==> config.mk <==
export PLATFORM = sky130hd
export DESIGN_NAME = arb_muxn
export DESIGN_NICKNAME = d
export VERILOG_FILES = /design/src/rtl/arb_mux_pkg.sv /design/src/rtl/rr_arbiter.sv /design/src/rtl/arb_muxn.sv
export SDC_FILE = /design/constraint.sdc
export NUM_CORES = 1
export LEC_CHECK = 0
export ABC_AREA = 1
export CELL_PAD_IN_SITES_DETAIL_PLACEMENT = 0
export CELL_PAD_IN_SITES_GLOBAL_PLACEMENT = 1
export CORE_UTILIZATION = 23
export CTS_CLUSTER_SIZE = 24
export DETAILED_ROUTE_END_ITERATION = 10
export GPL_ROUTABILITY_DRIVEN = 0
export PLACE_DENSITY = 0.88
export SLEW_MARGIN = 30
export SYNTH_ARGS = -nofsm -noshare
export SYNTH_HDL_FRONTEND = slang
export SYNTH_SLANG_ARGS = --single-unit
==> constraint.sdc <==
create_clock -name Clk -period 2.5 [get_ports Clk]
set_clock_uncertainty 0.15 [all_clocks]
set_input_delay 0.75 -clock Clk [delete_from_list [all_inputs] [get_ports Clk]]
set_output_delay 0.75 -clock Clk [all_outputs]
set_load 0.005 [all_outputs]
==> src/rtl/arb_mux_pkg.sv <==
// Shared definitions for the N-way arbitrating multiplexer.
//   arb_mode_e  : arbitration policy (fixed priority or round-robin)
//   MAX_NUM_IN  : largest supported number of input channels
package arb_mux_pkg;

    typedef enum logic {
        ARB_FIXED,
        ARB_RR
    } arb_mode_e;

    localparam int MAX_NUM_IN = 16;

endpackage

==> src/rtl/rr_arbiter.sv <==
// Combinational arbiter: picks one requester.
//   req_i   : per-channel request
//   ptr_i   : round-robin start index (ignored in fixed mode)
//   mode_i  : ARB_FIXED searches from 0, ARB_RR searches from ptr_i with wrap
//   grant_o : one-hot grant (all zero when no request)
//   idx_o   : encoded index of the granted channel (0 when no grant)
module rr_arbiter
    import arb_mux_pkg::*;
#(
    parameter int NUM_IN = 3,
    parameter int IdxW   = $clog2(NUM_IN)
) (
    input  logic [NUM_IN-1:0] req_i,
    input  logic [IdxW-1:0]   ptr_i,
    input  arb_mode_e         mode_i,
    output logic [NUM_IN-1:0] grant_o,
    output logic [IdxW-1:0]   idx_o
);

    int   base;
    int   cand;
    logic found;

    always_comb begin
        grant_o = '0;
        idx_o   = '0;
        found   = 1'b0;
        cand    = 0;
        // An out-of-range pointer cannot occur in normal operation; fall back to 0.
        if (mode_i == ARB_RR && int'(ptr_i) < NUM_IN) begin
            base = int'(ptr_i);
        end else begin
            base = 0;
        end
        for (int k = 0; k < NUM_IN; k++) begin
            cand = base + k;
            if (cand >= NUM_IN) begin
                cand = cand - NUM_IN;
            end
            if (!found && req_i[cand]) begin
                found          = 1'b1;
                grant_o[cand]  = 1'b1;
                idx_o          = IdxW'(cand);
            end
        end
    end

endmodule

==> src/rtl/arb_muxn.sv <==
// N-input arbitrating multiplexer with a single registered output stage.
//   Clk, Rst_N : clock and synchronous active-low reset
//   In_Data    : packed channel data, channel i at [i*DWIDTH +: DWIDTH]
//   In_Valid   : per-channel valid
//   In_Ready   : per-channel ready, one-hot on the granted channel
//   Out_Data   : registered data of the granted channel
//   Out_Sel    : registered index of the channel that supplied Out_Data
//   Out_Valid  : output register holds a beat
//   Out_Ready  : downstream accepts the beat
module arb_muxn
    import arb_mux_pkg::*;
#(
    parameter int        DWIDTH   = 32,
    parameter int        NUM_IN   = 3,
    parameter arb_mode_e ARB_MODE = ARB_RR
) (
    input  logic                     Clk,
    input  logic                     Rst_N,
    input  logic [NUM_IN*DWIDTH-1:0] In_Data,
    input  logic [NUM_IN-1:0]        In_Valid,
    output logic [NUM_IN-1:0]        In_Ready,
    output logic [DWIDTH-1:0]        Out_Data,
    output logic [$clog2(NUM_IN)-1:0] Out_Sel,
    output logic                     Out_Valid,
    input  logic                     Out_Ready
);

    localparam int IdxW = $clog2(NUM_IN);

    if (NUM_IN < 2 || NUM_IN > MAX_NUM_IN) begin : g_bad_num_in
        $error("arb_muxn: NUM_IN must be in 2..%0d", MAX_NUM_IN);
    end

    logic [IdxW-1:0]   ptr_q, ptr_d;
    logic [DWIDTH-1:0] out_data_q, out_data_d;
    logic [IdxW-1:0]   out_sel_q, out_sel_d;
    logic              out_valid_q, out_valid_d;

    logic              load_en;
    logic [NUM_IN-1:0] grant;
    logic [IdxW-1:0]   grant_idx;

    rr_arbiter #(
        .NUM_IN (NUM_IN),
        .IdxW   (IdxW)
    ) u_arb (
        .req_i   (In_Valid),
        .ptr_i   (ptr_q),
        .mode_i  (ARB_MODE),
        .grant_o (grant),
        .idx_o   (grant_idx)
    );

    always_comb begin
        load_en     = !out_valid_q || Out_Ready;
        // Nothing is accepted while in reset: the beat would be lost anyway.
        In_Ready    = (Rst_N && load_en) ? grant : '0;
        ptr_d       = ptr_q;
        out_data_d  = out_data_q;
        out_sel_d   = out_sel_q;
        out_valid_d = out_valid_q;
        if (load_en) begin
            out_valid_d = |grant;
            if (|grant) begin
                out_data_d = In_Data[int'(grant_idx) * DWIDTH +: DWIDTH];
                out_sel_d  = grant_idx;
                ptr_d      = (int'(grant_idx) == NUM_IN - 1) ? '0 : grant_idx + 1'b1;
            end
        end
    end

    always_ff @(posedge Clk) begin
        if (!Rst_N) begin
            ptr_q       <= '0;
            out_data_q  <= '0;
            out_sel_q   <= '0;
            out_valid_q <= 1'b0;
        end else begin
            ptr_q       <= ptr_d;
            out_data_q  <= out_data_d;
            out_sel_q   <= out_sel_d;
            out_valid_q <= out_valid_d;
        end
    end

    assign Out_Data  = out_data_q;
    assign Out_Sel   = out_sel_q;
    assign Out_Valid = out_valid_q;

endmodule

==> metrics.csv <==
stage;metric;value;unit
outcome;status;finished with violations;
outcome;failing checks;setup timing;
global_routing;antenna violations before repair;0;
worst_setup_path;cell chain of the critical path;clkdlybuf4s15_2, buf_4, nand3_2, nand2_4, nor2_4, nand2_2, nor2_2, nor2_2, nor2_1, buf_2;
hold_path;Hold Path Class;reg -> reg;
power_and_ir_drop;Internal;4451;µW
drt;DR WL/cell;12.84;µm
worst_setup_path;startpoint class of the critical path;primary input;
final_layout;Layout fillers;1238;
cts;Num CTS Buffers;5;
drt;drt total wl;10.58;mm
drt;drt via density;4.307;
timing;final slew viol count;0;
drt;ANT nets after route;0;
worst_setup_path;Crit Path Category;in -> out;
cts;CTS tree;yes;
timing;final setup vio count;40;
worst_setup_path;Slowest Stage Delay on Critical Path;0.20;ns
worst_setup_path;CP top delay family;simple AND/OR/NAND/NOR gates;
logic_synthesis;Unique masters post-synth;20;
global_routing;vias in the first global route;3418;
power_and_ir_drop;clock network power share;0.076;
cts;clock-pin transition on the worst setup and hold timing paths;0.06;ns
logic_synthesis;sequential area share after synthesis;0.2629;
logic_synthesis;main combinational cell family by area after synthesis;simple AND/OR/NAND/NOR gates;
cts;Root Driver;clkbuf_16;
flow_run;Max-Cap Viols;0;
timing;Rel. slew slack;0.7234;
worst_setup_path;Critical Path RT;1.60;ns
floorplanning;Die H;112.7;µm
drt;Vias;3549;
worst_setup_path;slowest stage cell, crit path;clkdlybuf4s15_2;
timing;crit path time final;2.796;ns
drt;DRC Markers;0;
global_routing;first-pass GRT wire length;16.04;mm
global_routing;gr ovfl total;0;
worst_setup_path;crit end category;output pin;
floorplanning;die area;12700;µm²
final_layout;Area growth, synth to finish;84.99;%
final_layout;Inserted Diodes;0;
logic_synthesis;syn_area_per_cell;5.613;µm²
timing;fmax;0.3576;GHz
power_and_ir_drop;Sw Ratio;0.4653;
worst_setup_path;Crit path arrival time;1.90;ns
power_and_ir_drop;pwr dens;1597;nW/µm²
worst_setup_path;WP buf/inv;3;
place;Place WS;-1.042;ns
drt;DRT Pass-1 Iters;5;
final_layout;share of cells above drive strength 1;0.1935;
logic_synthesis;Syn Nets;608;
timing;Slew @ Worst Pin;0.4149;ns
logic_synthesis;Mapped Area;2818;µm²
timing;Final Hold Fails;0;
final_layout;post-route insts no fill;824;
cts;CTS Buffer Depth;2;
floorplanning;row count;40;
place;Placed Cells;788;
logic_synthesis;simple-gate share of the synthesized area;0.5435;
timing;final worst slack;-0.2963;ns
global_routing;GRT Resource Usage Total;0.1585;
floorplanning;IO Pins;140;
power_and_ir_drop;Seq pwr share;0.118;
timing;part of the cycle the worst path needs;1.119;
cts;clk_lat worst skew;0.28;ns
worst_setup_path;crit-path max FO;4;
cts;H-Tree Depth;2;
worst_setup_path;cell repeated most along the worst path;nor2_2;
logic_synthesis;cells after synthesis;502;
logic_synthesis;Synth Area in XOR/XNOR;0;
cts;Hold-fix buffers, CTS;0;
hold_path;Min-Delay Path Depth;4;
power_and_ir_drop;combinational power share;0.807;
place;buffers added on ports;139;
drt;Iteration-0 DRC Markers;131;
logic_synthesis;Ys Warns;0;
timing;RSZ-0062 raised after global routing;true;
global_routing;largest net degree at the start of global routing;38;
power_and_ir_drop;maximum vdd ir drop;0.5869;mV
logic_synthesis;adder-cell area share of the yosys netlist;0.01776;
cts;Clock Sinks;37;
logic_synthesis;Compound-Gate Fraction of Synth Area;0.01421;
logic_synthesis;mux contribution to synthesized area;0;
logic_synthesis;Yosys reg bits;37;
floorplanning;Core ar.;11960;µm²
timing;final setup TNS;-7.583;ns
worst_setup_path;R2R cell count;19;
worst_setup_path;Stages on worst setup path;10;
floorplanning;die width;112.7;µm
final_layout;post-layout net count;783;
place;HPWL Detailed;6.813;mm
power_and_ir_drop;P_sw;3873;µW
power_and_ir_drop;Leak;0.002523;µW
floorplanning;Initial Util;0.2356;
[state kept, by name (all words and copies together) (netlist names)]
signal,cells
Out_Data,32
Out_Valid,1
ptr_q,2
Out_Sel,2
[cells in the final DEF (no fill, tap or decap), types with 5 or more instances in the layout]
| master | count |
|---|---|
| buf_12 | 5 |
| buf_2 | 5 |
| buf_4 | 37 |
| buf_6 | 7 |
| clkbuf_16 | 9 |
| clkdlybuf4s50_1 | 132 |
| dfxtp_1 | 35 |
| inv_1 | 71 |
| inv_2 | 5 |
| nand2_1 | 180 |
| nand2_2 | 7 |
| nand3_1 | 41 |
| nand3_2 | 5 |
| nand3b_1 | 32 |
| nor2_1 | 49 |
| nor2_2 | 20 |
| nor2_4 | 5 |
[stage by stage]
step / total power, µW / instance area [µm²] / utilization / hold slack, ns
global placement: 5999 / 4517 / 0.3776 / 0.3452
finish: 8324 / 5213 / 0.4358 / 0.3614
detailed placement: 6090 / 4517 / 0.3776 / 0.3512
global route: 9155 / 5213 / 0.4358 / 0.3910
floorplan: 4342 / 2859 / - / 0.3255
CTS: 7397 / 4926 / 0.4118 / 0.3633
[Yosys cell counts]
| cell type | number | area share |
|---|---|---|
| a21oi_1 | 4 | 0.0071 |
| buf_2 | 13 | 0.023 |
| buf_6 | 2 | 0.0080 |
| buf_8 | 2 | 0.011 |
| clkbuf_1 | 10 | 0.013 |
| clkinv_1 | 1 | 0.0013 |
| dfxtp_1 | 37 | 0.26 |
| ha_1 | 4 | 0.018 |
| inv_1 | 76 | 0.10 |
| inv_2 | 3 | 0.0040 |
| nand2_1 | 190 | 0.25 |
| nand2_4 | 2 | 0.0080 |
| nand3_1 | 46 | 0.082 |
| nand3_2 | 1 | 0.0036 |
| nand3b_1 | 32 | 0.085 |
| nor2_1 | 61 | 0.081 |
| nor2_2 | 13 | 0.029 |
| nor3_1 | 1 | 0.0018 |
| o21ai_0 | 2 | 0.0036 |
| o21ai_1 | 2 | 0.0036 |
[worst register-to-register path: stages, from the launching register on]
cell	delay [ns]
dfxtp_4	0.39
inv_4	0.05
ha_4	0.26
inv_4	0.07
nand2_2	0.05
nand3_2	0.07
nand2_4	0.07
nor2_4	0.16
nand2_2	0.09
nor2_2	0.11
nor2_2	0.06
buf_4	0.12
buf_4	0.11
buf_4	0.12
buf_4	0.14
nand2_8	0.10
nand2_8	0.13
clkbuf_16	0.21
nor2_1	0.11
nor2_1	0.05
[layout make-up]
class                           instances  area (µm²)  area share
Timing Repair Buffer                  194        1974      0.3788
Multi-Input combinational cell        359        1857      0.3562
Sequential cell                        37       745.7      0.1431
Inverter                               80       309.0     0.05929
Tap cell                              147       183.9     0.03529
Clock buffer                            7       142.6     0.02736
[per-layer routing]
metal / share of wire / global-route usage / wire (µm) / vias to the layer above
met3: 0.050 / 0.02808 / 527 / 9
li1: - / - / - / 1854
met1: 0.44 / 0.1841 / 4667 / 1592
met4: 0.012 / 0.04089 / 129 / 0
met2: 0.50 / 0.2971 / 5252 / 94
met5: 0 / 0 / 0 / -
[path summary, 6_finish.rpt]
check,start,end,slack [ns]
setup / recovery,In_Valid[2],In_Ready[0],-0.30
hold / removal,Out_Data[13],Out_Data[13],0.36
setup reg to reg,ptr_q[0],Out_Data[31],-0.21
hold reg to reg,Out_Data[13],Out_Data[13],0.36
[power by group through the flow]
stage                     combinational (µW)  clock (µW)  sequential [µW]
after floorplan                         3350           0              992
after detailed placement                5110           0              982
after global routing                    7470         673             1010
final                                   6710         629              980
after CTS                               5760         656              981
after global placement                  5020           0              975
[logic make-up (layout without fill, tap and decap cells)]
group,Yosys count,in the layout
adders and majority gates,4,4
buffers and inverters,107,281
and+or+nand+nor,346,347
DFF,37,37
AOI/OAI and AO/OA,8,8
[repair_timing]
action,in CTS,in global routing
pin swaps,20,21
setup endpoints to repair,40,40
gates cloned,2,6
setup buffers,14,8
gates resized for setup,59,34
No activity file was read; power rests on OpenSTA's default activity.
